## src/rtl/ef_i2s_tx.sv

```systemverilog
// I2S master transmitter: sample FIFO feeding 32-bit-slot MSB-first serialiser; sdo moves on sck falling ticks.
// Writes are dropped when full, and the FIFO has no backpressure. Define EF_I2S_TX_UNDERFLOW_REPEAT_EN to re-send the last popped word per channel on underflow.
module ef_i2s_tx #(
    parameter int AW = 4
) (
    input  logic          clk,
    input  logic          rst_n,
    output logic          sck,
    output logic          ws,
    output logic          sdo,
    input  logic          en,
    input  logic          left_justified,
    input  logic [1:0]    channels,
    input  logic [5:0]    sample_size,
    input  logic [7:0]    sck_prescaler,
    input  logic          fifo_wr,
    input  logic [31:0]   fifo_wdata,
    input  logic          fifo_clr,
    input  logic [AW:0]   fifo_level_threshold,
    output logic          fifo_full,
    output logic          fifo_empty,
    output logic [AW:0]   fifo_level,
    output logic          fifo_level_below,
    output logic          underflow,
    input  logic          underflow_clr
);
    localparam int DEPTH = 1 << AW;

    logic [31:0]   r_mem [DEPTH];
    logic [AW-1:0] r_wptr;
    logic [AW-1:0] r_rptr;
    logic [AW:0]   r_level;
    logic [7:0]    r_presc;
    logic          r_sck;
    logic          r_ws;
    logic          r_sdo;
    logic          r_dly;
    logic          r_underflow;
    logic [4:0]    r_bit_ctr;
    logic [31:0]   r_sr;

    logic          w_tick;
    logic          w_fall;
    logic          w_edge;
    logic          w_next_ws;
    logic          w_pop_req;
    logic          w_pop;
    logic          w_push;
    logic          w_empty;
    logic          w_full;
    logic [5:0]    w_size;
    logic [5:0]    w_shamt;
    logic [31:0]   w_head;
    logic [31:0]   w_src;
    logic [31:0]   w_load;
    logic          w_bit;

    assign w_tick    = en & (r_presc == 8'd0);
    assign w_fall    = w_tick & r_sck;
    assign w_edge    = w_fall & (r_bit_ctr == 5'd0);
    assign w_next_ws = ~r_ws;
    // ws=0 is the left slot (channels[1]), ws=1 the right slot (channels[0])
    assign w_pop_req = w_edge & (w_next_ws ? channels[0] : channels[1]);
    assign w_empty   = (r_level == '0);
    assign w_full    = (r_level == (AW+1)'(DEPTH));
    assign w_pop     = w_pop_req & ~w_empty;
    assign w_push    = fifo_wr & ~w_full;
    assign w_head    = r_mem[r_rptr];

    assign w_size  = ((sample_size == 6'd0) || (sample_size > 6'd32)) ? 6'd32 : sample_size;
    assign w_shamt = 6'd32 - w_size;

`ifdef EF_I2S_TX_UNDERFLOW_REPEAT_EN
    logic [31:0] r_hold_l;
    logic [31:0] r_hold_r;

    assign w_src = w_pop ? w_head : (w_pop_req ? (w_next_ws ? r_hold_r : r_hold_l) : 32'd0);

    always_ff @(posedge clk or negedge rst_n) begin
        if (!rst_n) begin
            r_hold_l <= 32'd0;
            r_hold_r <= 32'd0;
        end else if (w_pop) begin
            if (w_next_ws) r_hold_r <= w_head;
            else           r_hold_l <= w_head;
        end
    end
`else
    assign w_src = w_pop ? w_head : 32'd0;
`endif

    assign w_load = w_src << w_shamt;
    // Bit that a left-justified stream would show after this falling tick
    assign w_bit  = w_edge ? w_load[31] : r_sr[30];

    always_ff @(posedge clk) begin
        if (w_push) r_mem[r_wptr] <= fifo_wdata;
    end

    always_ff @(posedge clk or negedge rst_n) begin
        if (!rst_n) begin
            r_wptr  <= '0;
            r_rptr  <= '0;
            r_level <= '0;
        end else if (fifo_clr) begin
            r_wptr  <= '0;
            r_rptr  <= '0;
            r_level <= '0;
        end else begin
            if (w_push) r_wptr <= r_wptr + 1'b1;
            if (w_pop)  r_rptr <= r_rptr + 1'b1;
            r_level <= r_level + {{AW{1'b0}}, w_push} - {{AW{1'b0}}, w_pop};
        end
    end

    always_ff @(posedge clk or negedge rst_n) begin
        if (!rst_n) begin
            r_presc     <= 8'd0;
            r_sck       <= 1'b0;
            r_ws        <= 1'b1;
            r_sdo       <= 1'b0;
            r_dly       <= 1'b0;
            r_bit_ctr   <= 5'd0;
            r_sr        <= 32'd0;
            r_underflow <= 1'b0;
        end else begin
            if (w_tick) begin
                r_presc <= sck_prescaler;
                r_sck   <= ~r_sck;
            end else if (en) begin
                r_presc <= r_presc - 8'd1;
            end
            if (w_fall) begin
                r_bit_ctr <= r_bit_ctr + 5'd1;
                r_sr      <= w_edge ? w_load : {r_sr[30:0], 1'b0};
                r_dly     <= w_bit;
                r_sdo     <= left_justified ? w_bit : r_dly;
                if (w_edge) r_ws <= w_next_ws;
            end
            if (w_pop_req && w_empty) r_underflow <= 1'b1;
            else if (underflow_clr)   r_underflow <= 1'b0;
        end
    end

    assign sck              = r_sck;
    assign ws               = r_ws;
    assign sdo              = r_sdo;
    assign fifo_full        = w_full;
    assign fifo_empty       = w_empty;
    assign fifo_level       = r_level;
    assign fifo_level_below = (r_level < fifo_level_threshold);
    assign underflow        = r_underflow;
endmodule
```

## config.mk

```make
export PLATFORM = sky130hd
export DESIGN_NAME = ef_i2s_tx
export DESIGN_NICKNAME = d
export VERILOG_FILES = /design/src/rtl/ef_i2s_tx.sv
export SDC_FILE = /design/constraint.sdc
export NUM_CORES = 1
export LEC_CHECK = 0
export CELL_PAD_IN_SITES_DETAIL_PLACEMENT = 0
export CELL_PAD_IN_SITES_GLOBAL_PLACEMENT = 1
export CORE_MARGIN = 4
export CORE_UTILIZATION = 35
export DETAILED_ROUTE_END_ITERATION = 8
export GPL_ROUTABILITY_DRIVEN = 0
export HOLD_SLACK_MARGIN = 0.12
export PLACE_DENSITY_LB_ADDON = 0.1
export SYNTH_ARGS = -nofsm -noshare
export SYNTH_HDL_FRONTEND = slang
export SYNTH_SLANG_ARGS = --single-unit
export TNS_END_PERCENT = 30
```

## constraint.sdc

```tcl
create_clock -name clk -period 9.6 [get_ports clk]
set_input_delay 1.92 -clock clk [delete_from_list [all_inputs] [get_ports clk]]
set_output_delay 1.92 -clock clk [all_outputs]
set_load 0.01 [all_outputs]
```

# --- Yosys cells after proc, flatten, opt, wreduce, memory -nomap -nowiden ---
# Memory sizes are Yosys's and may differ from the RTL's.
# Cells that the tools add are included.
word_totals:
  in_bits: 60
  output_inout_bits: 12
  latch_bits: 0
  elab_cells: 61
  memories: 1
  romBits: 0
  ff_bits: 62
  ram_bits: 512
op_classes:
  n_shift: 1
  magnitude_cmp: 2
  n_div: 0
  add_sub_neg: 7
  eq_ne: 1
  bitwise_logic: 10
  reduce_logical: 11
  muxes: 17
  n_mul: 0
memory_table:
  columns: ["name", "depth", "word_bits", "read_ports", "rd_clocked_by_memory_dff", "wr", "line_no", "text"]
  rows:
  - ["r_mem", 16, 32, 1, 0, 1, "29", "logic [31:0] r_mem [DEPTH];"]
op_table:
  columns: ["cell", "n"]
  rows:
  - ["two-way mux 32 bit", 1]
  - ["left shift 32 x 6 -> 32 bit", 1]
  - ["two-way mux 31 bit", 1]
  - ["two-way mux 4 bit", 4]
  - ["two-way mux 8 bit", 2]
  - ["logical NOT 5 bit", 2]
  - ["adder 4 x 1 -> 4 bit, second input constant", 2]
  - ["logical NOT 8 bit", 1]
  - ["nonzero test 2 bit", 4]
  - ["subtractor 8 x 1 -> 8 bit, second input constant", 1]
  - ["two-way mux 1 bit", 7]
  - ["AND 1 bit", 6]
  - ["greater-than comparator 6 bit, second input constant", 1]
  - ["logical NOT 6 bit", 1]
  - ["two-way mux 6 bit", 1]
  - ["subtractor 6 bit, first input constant", 1]
  - ["adder 5 x 1 -> 5 bit", 1]
  - ["adder 5 x 1 -> 5 bit, second input constant", 1]
  - ["== test 5 bit, second input constant", 1]
  - ["less-than comparator 5 bit", 1]
  - ["two-way mux 5 bit", 1]
  - ["subtractor 5 x 1 -> 5 bit", 1]
  - ["inverter 1 bit", 4]
  - ["AND reduction 2 bit", 1]
  - ["other kinds (2)", 2]

# --- Depth between registers and ports, before layout ---
depth:
  word_depth: 10
  mapped_depth: 15
  depth_no_buf: 14

# --- Worst setup path before layout ---
# Ideal clock, no wire load.
synth_path:
  path_kind: "input-to-reg"
  startpoint: "in fifo_wr"
  endpoint: "mem r_mem[0][0] (enable)"
  arrival_ns: 5.476
  path_stages: 4
  required_ns: 9.098
  setup_time_ns: 0.502
  path_buffers: 1
  setup_slack_ns: 3.622
  path_cell_list: "nor2b_1 > clkbuf_1 > inv_1 > nor4_1"
synth_between:
  elab_chain_cells: 3
synth_rtl:
  columns: ["element", "line_no", "text"]
  rows:
  - ["from (decl)", "16", "input logic fifo_wr,"]
  - ["AND 1 bit", "67", "assign w_push = fifo_wr & ~w_full;"]
  - ["two-way mux 1 bit", "97", "if (w_push) r_mem[r_wptr] <= fifo_wdata;"]
  - ["two-way mux 1 bit (implied by the code)", "97", null]
  - ["to (decl)", "29", null]
# No other way between the ends.

# --- Worst setup path after layout ---
layout_path:
  startpoint: "in en"
  endpoint: "reg r_level[4], in the netlist fifo_level[4]"
layout_between:
  elab_chain_cells: 7
layout_rtl:
  columns: ["element", "line_no", "text"]
  rows:
  - ["from (decl)", "11", "input logic en,"]
  - ["AND 1 bit", "58", "assign w_tick = en & (r_presc == 8'd0);"]
  - ["AND 1 bit", "59", "assign w_fall = w_tick & r_sck;"]
  - ["AND 1 bit", "60", "assign w_edge = w_fall & (r_bit_ctr == 5'd0);"]
  - ["AND 1 bit", "63", "assign w_pop_req = w_edge & (w_next_ws ? channels[0] : channels[1]);"]
  - ["AND 1 bit", "66", "assign w_pop = w_pop_req & ~w_empty;"]
  - ["subtractor 5 x 1 -> 5 bit", "112", "r_level <= r_level + {{AW{1'b0}}, w_push} - {{AW{1'b0}}, w_pop};"]
  - ["two-way mux 5 bit", "105", "end else if (fifo_clr) begin"]
  - ["to (signal assigned)", "112", null]
  - ["to (decl)", "32", "logic [AW:0] r_level;"]
# No other way between the ends.
# A chain may end at the register's enable or synchronous reset.

==> results_dict.tcl <==
set metrics [dict create \
    status "finished clean" \
    antenna_found_initial 2 \
    cts_hold_buf 0 \
    first_pass_iters 5 \
    fmaxAchievable_mhz 174 \
    wl_per_cell_um 27.1 \
    io_pins 72 \
    crit_path_cell_trace "clkdlybuf4s50_1 -> nand4bb_1 -> nor3_2 -> nand3_2 -> clkinv_1 -> ha_1 -> inv_1 -> ha_1 -> fa_1 -> a21oi_1 -> nor2_1 -> or3_1 -> a21oi_1" \
    via_count 14400 \
    synth.largest_area_cell "edfxtp_1" \
    met1_length_mm 31.7 \
    hp-class "reg -> reg" \
    vdd_ir_drop_max_v 0.000128 \
    synth_area_um2 25200 \
    worst_path_largest_cell_delay_ns 0.71 \
    cp.required_ns 10.09 \
    path_buf_inv 3 \
    min_period_ns 5.74 \
    diodes 0 \
    postCtsSetupRepairBufs 0 \
    grt_pass1_wl_mm 104 \
    worstHoldPathCells 2 \
    hpwlAfterDp_mm 41.6 \
    ant_nets 0 \
    start_util 0.353 \
    drive_above_1_share 0.199 \
    ys_top_cells_by_area "edfxtp_1, mux4_2, dfrtp_1, mux2i_1, nand2_1" \
    path_clk_slew_ns 0.06 \
    multi_input_area_um2 7770 \
    cp.arrival_ns 6.23 \
    ys.flop_type "edfxtp_1" \
    grt_pass1_vias 14700 \
    die_h_um 276 \
    viasPerCell 5.52 \
    post-route-drc-count 0 \
    worst_path_max_delay_cell "clkdlybuf4s50_1" \
    portBuffers 71 \
    rsz0062_at_grt "no" \
    worst-path-stages 13 \
    yosysWarnings 0 \
    powerDensity_nw_per_um2 207 \
    cts_resized 0 \
    synth.avg_cell_area_um2 16.7 \
    min_to "r_sr[1]" \
    hp-start "r_sr[1]" \
    period_share 0.598 \
    num-fill-cells 6552 \
    synth_nets 1593 \
    wl_met2_mm 33.0 \
    cts_max_path_buffers 3 \
    worst_pin_slew_ns 1.07 \
    cts-root-buf "clkbuf_16" \
    syn_inst 1512 \
    layout.nets 1689 \
    cap_violations 0 \
    drv_slew 0 \
    grt_max_degree 122 \
    synth_top_area_frac 0.610 \
    startpoint_type "input port" \
    finalHoldViolations 0 \
    finalPower_mw 6.04 \
    cts_buffers 67 \
    wl_mm 70.7 \
    cts_tree "built" \
    row_count 98 \
    clk_latency_ns 0.61 \
    grt_use_total 0.184 \
    cts_sinks 574 \
    synth_edf_count 512 \
    crit_fanout 17 \
    clock_skew_ns 0.0289 \
    wl_met3_mm 3.51 \
    worstRegToRegCells 9 \
    synth_cell_types 83 \
    end_kind "flip-flop" \
    path_delay_family "simple AND/OR/NAND/NOR gates" \
    max_slew_margin 0.290 \
    leakagePower_nw 9.55 \
    core_area_um2 71400 \
    dr.max_layer_used "met5" \
    seqCellArea_um2 16900 \
    drt_iter0_drc 1251 \
    die_w_um 276 \
    seq_area_frac_synth 0.672 \
    setup_viol 0 \
    r2r-start "r_rptr[2]" \
    cts_max_level 3 \
    yosys_register_bits 574 \
    syn_to_final_growth_pct 15.9 \
    r2r_setup_slack_ns 5.12 \
    path_class "in -> reg" \
    synth-async-reset-ratio 0.108 \
    die_area_um2 76300 \
    grt.overflow.total 0 \
    finalSetupTns_ns 0 \
    timing.rr.end "r_sr[26]" \
]
[where the power goes]
group          leakage [nW]  internal (mW)  total [mW]  switching, mW
combinational          3.05          0.241       0.629          0.388
sequential             5.44           2.84        2.90         0.0643
clock                  1.06           1.50        2.51           1.00
total                  9.55           4.58        6.04           1.46
[worst register-to-register path, stage by stage (launching register included)]
cell	delay, ns
dfrtp_1	0.70
inv_2	0.52
buf_4	0.82
mux2i_1	0.54
mux4_2	0.67
and2_1	0.20
a2111oi_0	0.42
a31oi_1	0.15
o221ai_1	0.22
o21ba_2	0.17
[registers in the layout, summed over array words and instances (netlist names)]
register    flops
r_presc         8
r_dly           1
fifo_level      5
underflow       1
r_mem         512
r_wptr          4
ws              1
sck             1
sdo             1
r_rptr          4
r_sr           31
r_bit_ctr       5
[worst max path at each step]
stage / to / slack [ns] / from
floorplan: r_mem[0][0] / 3.62 / fifo_wr
global placement: fifo_level[4] / 3.36 / en
detailed placement: fifo_level[4] / 3.27 / en
CTS: fifo_level_below / 3.86 / fifo_level_threshold[1]
global route: fifo_level[4] / 3.48 / en
finish: fifo_level[4] / 3.86 / en
[logic make-up (layout without fill, tap and decap cells)]
family                     count (synthesis)  after routing  synth area share
DFF                                      574            574             0.672
muxes                                    232            232             0.162
xor gates and xnor gates                  17             17           0.00591
and+or+nand+nor                          306            306            0.0590
adders and majority gates                 21             21            0.0107
buffers and inverters                    115            260            0.0233
AOI/OAI and AO/OA                        247            247            0.0672
[cell usage after synthesis (21+ instances only)]
cell type and n:
nor2_1 85, a21oi_1 63, mux2_2 21, mux2i_1 73, inv_1 28, nand2_1 90
o21ai_0 39, mux4_2 138, edfxtp_1 512, nor3_1 21, dfrtp_1 61, clkbuf_1 41
a22oi_1 21
[through the flow]
| stage | setup WS, ns | std cells | util | hold WS [ns] | cell area [um^2] |
|---|---|---|---|---|---|
| 2_1_floorplan | 3.62 | 1512 | - | 0.442 | 25200 |
| 3_3_place_gp | 3.36 | 2489 | 0.379 | 0.472 | 27000 |
| 3_5_place_dp | 3.27 | 2489 | 0.379 | 0.476 | 27000 |
| 4_1_cts | 3.86 | 2607 | 0.409 | 0.489 | 29200 |
| 5_1_grt | 3.48 | 2607 | 0.409 | 0.509 | 29200 |
| 6_report | 3.86 | 2607 | 0.409 | 0.483 | 29200 |
[layout by cell type, fill, tap and decap left out, types with 6 or more instances in the layout]
| cell type | n |
|---|---|
| edfxtp_1 | 512 |
| mux4_2 | 138 |
| nand2_1 | 90 |
| nor2_1 | 81 |
| mux2i_1 | 73 |
| clkdlybuf4s50_1 | 70 |
| clkbuf_16 | 69 |
| a21oi_1 | 63 |
| dfrtp_1 | 59 |
| o21ai_0 | 39 |
| buf_4 | 36 |
| inv_1 | 28 |
| mux2_2 | 21 |
| nor3_1 | 21 |
| a22oi_1 | 21 |
| nand3_1 | 20 |
| ha_1 | 20 |
| clkinv_1 | 15 |
| o22ai_1 | 15 |
| nand4_1 | 13 |
| xnor2_1 | 12 |
| clkbuf_1 | 12 |
| clkinv_2 | 11 |
| nor2b_1 | 9 |
| o22a_1 | 8 |
| and3_1 | 8 |
| a31oi_1 | 8 |
| and2_2 | 7 |
| o221ai_1 | 7 |
| and2_1 | 7 |
| nand2b_1 | 6 |
| o211ai_1 | 6 |
| a221oi_1 | 6 |
| o2bb2ai_1 | 6 |
| a211oi_1 | 6 |
| bufinv_16 | 6 |
[layout make-up]
cell class / count / area share
sequential: 574 / 0.580
multi-input combinational: 823 / 0.266
clock buffer: 84 / 0.0621
tap: 950 / 0.0407
timing repair buffer: 109 / 0.0348
clock inverter: 34 / 0.0118
inverter: 33 / 0.00424
[per-layer routing]
metal  up-vias  global-route usage
li1       6318                   -
met1      7564               0.260
met2       392               0.284
met3       106              0.0387
met4         2              0.0639
met5         -                   0
Note: power is estimated with default switching activity, not from simulation.
